File: src/rtl/mac_mult_arbiter.sv
// Round-robin arbiter feeding a two-stage shared mini-float multiplier:
// S1 holds the granted operands, S2 holds the registered product.
module mac_mult_arbiter #(
    parameter int N_REQ = 4,
    parameter int ID_W  = 2
) (
    input  logic                clk,
    input  logic                rst,
    input  logic [N_REQ-1:0]    i_valid,
    output logic [N_REQ-1:0]    o_ready,
    input  logic [N_REQ*10-1:0] i_a,
    input  logic [N_REQ*10-1:0] i_b,
    output logic                o_valid,
    input  logic                i_ready,
    output logic [ID_W-1:0]     o_id,
    output logic                o_sign,
    output logic [4:0]          o_exp,
    output logic [9:0]          o_mant,
    output logic                o_busy
);

    // Handshake: a beat moves on a rising edge where valid and ready are both
    // high; ready never looks at the payload, and a stalled payload holds.

    logic [9:0]      a_arr [N_REQ];
    logic [9:0]      b_arr [N_REQ];

    logic [ID_W-1:0] ptr_q, ptr_d;
    logic            s1_valid_q, s1_valid_d;
    logic [ID_W-1:0] s1_id_q, s1_id_d;
    logic [9:0]      s1_a_q, s1_a_d, s1_b_q, s1_b_d;
    logic            s2_valid_q, s2_valid_d;
    logic [ID_W-1:0] s2_id_q, s2_id_d;
    logic            s2_sign_q, s2_sign_d;
    logic [4:0]      s2_exp_q, s2_exp_d;
    logic [9:0]      s2_mant_q, s2_mant_d;

    logic            grant_hit;
    logic [ID_W-1:0] grant_id, cand;
    logic            s1_adv, s2_adv, xfer;
    logic            prod_sign;
    logic [4:0]      prod_exp;
    logic [9:0]      prod_mant;

    for (genvar k = 0; k < N_REQ; k++) begin : g_unpack
        assign a_arr[k] = i_a[k*10 +: 10];
        assign b_arr[k] = i_b[k*10 +: 10];
    end

    // ptr_q is the requester with top priority this cycle.
    always_comb begin
        grant_hit = 1'b0;
        grant_id  = '0;
        cand      = '0;
        for (int i = 0; i < N_REQ; i++) begin
            cand = ID_W'((int'(ptr_q) + i) % N_REQ);
            if (!grant_hit && i_valid[cand]) begin
                grant_hit = 1'b1;
                grant_id  = cand;
            end
        end
    end

    assign s2_adv = !s2_valid_q || i_ready;
    assign s1_adv = !s1_valid_q || s2_adv;
    assign xfer   = grant_hit && s1_adv && !rst;

    always_comb begin
        o_ready = '0;
        if (xfer) o_ready[grant_id] = 1'b1;
    end

    assign prod_sign = s1_a_q[9] ^ s1_b_q[9];
    assign prod_exp  = {1'b0, s1_a_q[8:5]} + {1'b0, s1_b_q[8:5]};
    assign prod_mant = {5'd0, s1_a_q[4:0]} * {5'd0, s1_b_q[4:0]};

    always_comb begin
        ptr_d      = ptr_q;
        s1_valid_d = s1_valid_q;
        s1_id_d    = s1_id_q;
        s1_a_d     = s1_a_q;
        s1_b_d     = s1_b_q;
        s2_valid_d = s2_valid_q;
        s2_id_d    = s2_id_q;
        s2_sign_d  = s2_sign_q;
        s2_exp_d   = s2_exp_q;
        s2_mant_d  = s2_mant_q;
        if (xfer) begin
            ptr_d = (int'(grant_id) == N_REQ - 1) ? '0 : grant_id + 1'b1;
        end
        if (s1_adv) begin
            s1_valid_d = xfer;
            if (xfer) begin
                s1_id_d = grant_id;
                s1_a_d  = a_arr[grant_id];
                s1_b_d  = b_arr[grant_id];
            end
        end
        if (s2_adv) begin
            s2_valid_d = s1_valid_q;
            if (s1_valid_q) begin
                s2_id_d   = s1_id_q;
                s2_sign_d = prod_sign;
                s2_exp_d  = prod_exp;
                s2_mant_d = prod_mant;
            end
        end
    end

    always_ff @(posedge clk or posedge rst) begin
        if (rst) begin
            ptr_q      <= '0;
            s1_valid_q <= 1'b0;
            s1_id_q    <= '0;
            s1_a_q     <= '0;
            s1_b_q     <= '0;
            s2_valid_q <= 1'b0;
            s2_id_q    <= '0;
            s2_sign_q  <= 1'b0;
            s2_exp_q   <= '0;
            s2_mant_q  <= '0;
        end else begin
            ptr_q      <= ptr_d;
            s1_valid_q <= s1_valid_d;
            s1_id_q    <= s1_id_d;
            s1_a_q     <= s1_a_d;
            s1_b_q     <= s1_b_d;
            s2_valid_q <= s2_valid_d;
            s2_id_q    <= s2_id_d;
            s2_sign_q  <= s2_sign_d;
            s2_exp_q   <= s2_exp_d;
            s2_mant_q  <= s2_mant_d;
        end
    end

    assign o_valid = s2_valid_q;
    assign o_id    = s2_id_q;
    assign o_sign  = s2_sign_q;
    assign o_exp   = s2_exp_q;
    assign o_mant  = s2_mant_q;
    assign o_busy  = s1_valid_q | s2_valid_q;

endmodule
File: config.mk
export PLATFORM = sky130hd
export DESIGN_NAME = mac_mult_arbiter
export DESIGN_NICKNAME = d
export VERILOG_FILES = /design/src/rtl/mac_mult_arbiter.sv
export SDC_FILE = /design/constraint.sdc
export NUM_CORES = 1
export LEC_CHECK = 0
export ABC_CLOCK_PERIOD_IN_PS = 4600
export BUFFER_PORTS_ARGS = -buffer_cell sky130_fd_sc_hd__buf_2
export CORE_MARGIN = 4
export CORE_UTILIZATION = 25
export CTS_CLUSTER_SIZE = 10
export DETAILED_ROUTE_END_ITERATION = 12
export PLACE_DENSITY = 0.5
export SLEW_MARGIN = 20
export SYNTH_ARGS = -nofsm -noshare
export SYNTH_HDL_FRONTEND = slang
export SYNTH_SLANG_ARGS = --single-unit
File: constraint.sdc
create_clock -name clk -period 4.6 [get_ports clk]
set_input_delay 0.92 -clock clk [delete_from_list [all_inputs] [get_ports clk]]
set_output_delay 0.92 -clock clk [all_outputs]
set_load 0.02 [all_outputs]
==> Word level (Yosys, flattened, before mapping) <==
Cells that the tools add are included.
{ "op_classes": {"add_sub_neg": 5, "multipliers": 1, "n_div": 0, "order_cmp": 7, "n_eq_ne": 1, "n_shift": 0, "mux": 26, "bitwise_logic": 3, "n_reduce_logical": 16} }
{ "ops": {"columns": ["cell", "count"], "rows": [
  ["$bmux W10 S2", 2],
  ["$mux W10", 4],
  ["$lt A2 B3 Y1 const B", 5],
  ["$mul A5 B5 Y10", 1],
  ["$mux W2", 5],
  ["$mux W1", 9],
  ["$bmux W1 S2", 4],
  ["$logic_and A1 B1 Y1", 6],
  ["$logic_not A1 Y1", 6],
  ["$add A4 B4 Y5", 1],
  ["$add A2 B1 Y2 const B", 2],
  ["$add A2 B2 Y2 const B", 2],
  ["$mux W4", 1],
  ["$reduce_and A2 Y1", 2],
  ["$ge A3 B3 Y1 const B", 1],
  ["$not A2 Y3", 1],
  ["$demux W1 S2", 1],
  ["$eq A2 B1 Y1 const B", 1],
  ["$ge A2 B1 Y1 const B", 1],
  ["$logic_or A1 B1 Y1", 2],
  ["$or A1 B1 Y1", 1],
  ["$xor A1 B1 Y1", 1]
]} }
{ "word_totals": {"regBits": 44, "latchBits": 0, "ramBits": 0, "rom_bits": 0, "out_inout_bits": 24, "word_cells": 69, "mem_count": 0} }

==> Depth between registers and ports, before layout <==
{ "depth": {"ltp_word": 17, "mapped_depth": 12, "mapped_depth_nobuf": 12} }

==> Worst setup path after synthesis <==
No wires, ideal clock.
{ "synth_timing": {"path_type": "register to register", "startpoint": "register s1_a_q[0]", "endpoint": "register s2_mant_q[8], in the netlist o_mant[8]", "arrival_ns": 3.298, "required_ns": 4.531, "setup_slack_ns": 1.233, "path_stages_with_launch": 12, "path_buffers": 0, "cell_sequence": "dfrtp_1 nand2_1 fa_1 fa_1 fa_1 inv_1 ha_1 nor2b_1 o21ai_1 a21boi_0 or4_1 nand3_1"} }
{ "synth_between": {"elab_chain_len": 1} }
{ "synth_lines": {"columns": ["element", "line_no", "text"], "rows": [
  ["start: declaration", "31", "logic [9:0] s1_a_q, s1_a_d, s1_b_q, s1_b_d;"],
  ["start signal: assignment", "115", "s1_a_q <= '0;"],
  ["start signal: assignment", "126", "s1_a_q <= s1_a_d;"],
  ["$mul A5 B5 Y10", "75", "assign prod_mant = {5'd0, s1_a_q[4:0]} * {5'd0, s1_b_q[4:0]};"],
  ["end signal: assignment", "132", "s2_mant_q <= s2_mant_d;"],
  ["end: declaration", "36", "logic [9:0] s2_mant_q, s2_mant_d;"]
]} }
Every way passes these cells.
A chain may end at the register's enable or synchronous reset.

==> Final worst setup path <==
{ "layout_timing": {"startpoint": "input i_valid[0]", "endpoint": "output o_ready[3]"} }
{ "layout_between": {"elab_chain_len": 17, "elab_cells_between_ends": 30, "classes_between": "order compare (2); mux (19); reduce/logical (9)"} }
{ "layout_lines": {"columns": ["element", "line_no", "text"], "rows": [
  ["start: declaration", "9", "input logic [N_REQ-1:0] i_valid,"],
  ["$bmux W1 S2", "57", "if (!grant_hit && i_valid[cand]) begin"],
  ["$mux W1 (implied by the code)", "57", null],
  ["$mux W1", "57", null],
  ["$logic_not A1 Y1", "57", null],
  ["$logic_and A1 B1 Y1", "57", null],
  ["$mux W1", "57", null],
  ["$logic_not A1 Y1", "57", null],
  ["$logic_and A1 B1 Y1", "57", null],
  ["$mux W1", "57", null],
  ["$logic_not A1 Y1", "57", null],
  ["$logic_and A1 B1 Y1", "57", null],
  ["$mux W2", "57", null],
  ["$lt A2 B3 Y1 (implied by the code) or $ge A2 B1 Y1 (tied branches)", "70", "if (xfer) o_ready[grant_id] = 1'b1;"],
  ["$logic_and A1 B1 Y1 (implied by the code)", "70", null],
  ["$mux W1 (implied by the code)", "70", null],
  ["$demux W1 S2", "70", null],
  ["$mux W4 (*)", "70", null],
  ["end: declaration", "10", "output logic [N_REQ-1:0] o_ready,"]
]} }
Mark *: on every way between the ends. The rest lies on a longest branch, timed or not. The select of a mux whose other input is x is not followed.

==> metrics.txt <==
Clock Sinks=44; unrepaired setup endpoints after global routing=no; CP cell instances=buf_2, mux2_4, nand2_2, nand3_4, inv_2, ha_1, and2_1, buf_2; Yosys cell types=49; Net Sw Frac=0.479; Final Hold Vio Count=0; hold bufs inserted after CTS=0; nets=611; Max VDD drop=0.385 mV; CP endpoint kind=output port; fin area=4340 µm²; post-CTS setup buffer count=0; clock power share=0.111; FF/Latch Area=1100 µm²; GP Congestion=0.822; post-layout minimum cycle time=3.76 ns; worst slack at placement=0.863 ns; status=finished, final reports clean; number of buffers and inverters on the critical path=3; ys flop type=dfrtp_1; WP data arrival=2.84 ns; Worst Hold Class=flip-flop to flip-flop; NetSw=1.81 mW; syn nets=511; largest delay contributor family on the critical path=simple AND/OR/NAND/NOR gates; Final period util=0.816; combinational power share=0.698; routed vias=3155; worst setup margin=0.844 ns; worst hold slack=0.471 ns; Max Clk Rate=266 MHz; Die X-Extent=126 µm; post-route ant nets=0; share of the synthesized area in the top cell type=0.317; Ports=111; deepest clock path buffer count=2; Worst-Skew Late Latency=0.29 ns; Die Ht=126 µm; PortBufs=110; fin util=0.324; Max Cap Viol=0; Yosys top cell by area=dfrtp_1; first-pass GRT wire length=17700 µm; register area share after synthesis=0.317; FF+latch count, synth=44; Area contributors post-synth=dfrtp_1 (32%), ha_1 (9.4%), fa_1 (5.8%); htree depth=2; sequential share of power=0.190; core area=13400 µm²; Syn-to-layout area delta=24.9%; share of cells above drive strength 1=0.311; Layout fillers=1439; drt total wl=10700 µm; critical path type=primary input to output port; CTS clk-pin slew, worst paths=0.06 ns; drt drc=0; DP Wirelength=8720 µm; Int Pwr=1.97 mW; drt pass-1 iters=4; multi-input logic area=2080 µm²; Avg Inst Size Synth=8.95 µm²; number of global-route vias before repair=3311; Slew headroom=0.326; max-slew violation count=0; antenna violations before repair=0; Critical Path Start Type=primary input; GRT overflow=0; Most common cell on crit path=buf_2; DR iter-0 viols=152; synth warn=0; Inserted Clock Buffers=5; Resize count post-CTS=0; CP max FO=23; Initial Util=0.259; die area=15800 µm²; largest net degree at the start of global routing=45; Critical-path top delay cell=nand3_4; most frequent cell after synthesis=nand2_1; setup TNS=0 ns; row cnt=42; CTS tree=built; Worst-Margin Slew=1.01 ns; Crit path largest cell delay=0.35 ns; via/cell ratio=4.74; Synth Cell Area=3470 µm²; post-placement cell area=4170 µm²; Post-Synthesis Cells=388; clock skew=0.00399 ns; Pwr Density=873 nW/µm²; Synth top cells by count=nand2_1 (48), dfrtp_1 (44), inv_1 (43), a21oi_1 (26), ha_1 (26); ANT cells=0; overall routing resource usage=0.138; async set-or-reset flop fraction in the synthesized netlist=1.00; leak pwr=2.06 nW; endpoints failing setup=0; Root Buffer=clkbuf_16; wire per inst=16.1 µm; WP data required=3.68 ns; number of flops mapped to enable cells by yosys=0
-- per-layer routing --
metal  GRT usage  vias up  routed length [µm]  part of all wire
met3      0.0284        7                 673             0.063
met4      0.0208        0                  92            0.0086
met2       0.224       95                5010              0.47
met5           0        -                   0                 0
li1            -     1566                   -                 -
met1       0.195     1487                4950              0.46
-- cells by family after synthesis --
group,Yosys count,share of synthesized area
AO/OA/AOI/OAI,116,0.248
AND/OR/NAND/NOR,111,0.158
buffers and inverters,67,0.0847
flip-flops,44,0.317
adder cells (fa/ha/maj),36,0.151
XOR/XNOR,7,0.0177
multiplexers,7,0.0234
-- flip-flops by register name (all words and copies together), names as in the netlist --
name        flops
o_mant         10
s1_a_q         10
s1_b_q         10
o_exp           5
o_id            2
ptr_q           2
s1_id_q         2
o_sign          1
o_valid         1
s1_valid_q      1
-- power groups by stage --
stage | logic (mW) | registers [mW] | clock network [mW]
6_report | 2.64 | 0.720 | 0.422
5_1_grt | 3.09 | 0.752 | 0.450
4_1_cts | 2.70 | 0.720 | 0.432
3_5_place_dp | 2.67 | 0.728 | 0
3_3_place_gp | 2.62 | 0.719 | 0
2_1_floorplan | 1.98 | 0.783 | 0
-- worst paths after layout --
check / from / to / slack [ns] / depth (start not counted)
min in group asynchronous: rst / s1_valid_q$_DFFE_PP0P_ / 0.87 / 2
worst max-delay path: i_valid[0] / o_ready[3] / 0.84 / 8
worst min register to register: o_mant[3]$_DFFE_PP0P_ / o_mant[3]$_DFFE_PP0P_ / 0.47 / 2
worst min-delay path: o_mant[3]$_DFFE_PP0P_ / o_mant[3]$_DFFE_PP0P_ / 0.47 / 2
worst max register to register: s1_a_q[0]$_DFFE_PP0P_ / o_mant[8]$_DFFE_PP0P_ / 0.99 / 11
max in group asynchronous: rst / o_mant[7]$_DFFE_PP0P_ / 3.15 / 2
-- worst reg2reg max path, stage by stage (launching register included) --
cell and delay (ns):
dfrtp_1 0.42, nand2_1 0.10, fa_1 0.53, fa_1 0.52
fa_1 0.54, inv_1 0.04, ha_1 0.34, nor2b_1 0.15
o21ai_1 0.15, a21boi_0 0.17, or4_1 0.49, nand3_1 0.09
-- final cells by class --
class | count | area share
Clock buffer | 5 | 0.0289
Tap cell | 176 | 0.0508
Clock inverter | 3 | 0.0107
Sequential cell | 44 | 0.254
Timing Repair Buffer | 116 | 0.137
Multi-Input combinational cell | 277 | 0.480
Inverter | 44 | 0.0381
-- placed cells by master (no fill, tap or decap), drive strengths merged, types with 5 or more instances in the layout --
master   Yosys  routed
nand2       50      50
clkbuf       6       5
a211oi      19      19
and2        21      21
a31oi       21      21
ha          26      26
dfrtp       44      44
a2111oi     20      20
o21ai       17      17
nor2        22      22
xor2         5       5
a21oi       26      26
inv         44      45
mux2         6       6
buf         17     116
fa          10      10
-- stage by stage --
stage	std cells	power, mW
after global placement	657	3.34
after floorplan	388	2.76
after CTS	665	3.85
final	665	3.79
after global routing	665	4.29
after detailed placement	657	3.40
Power figures use the tool's default switching activity.
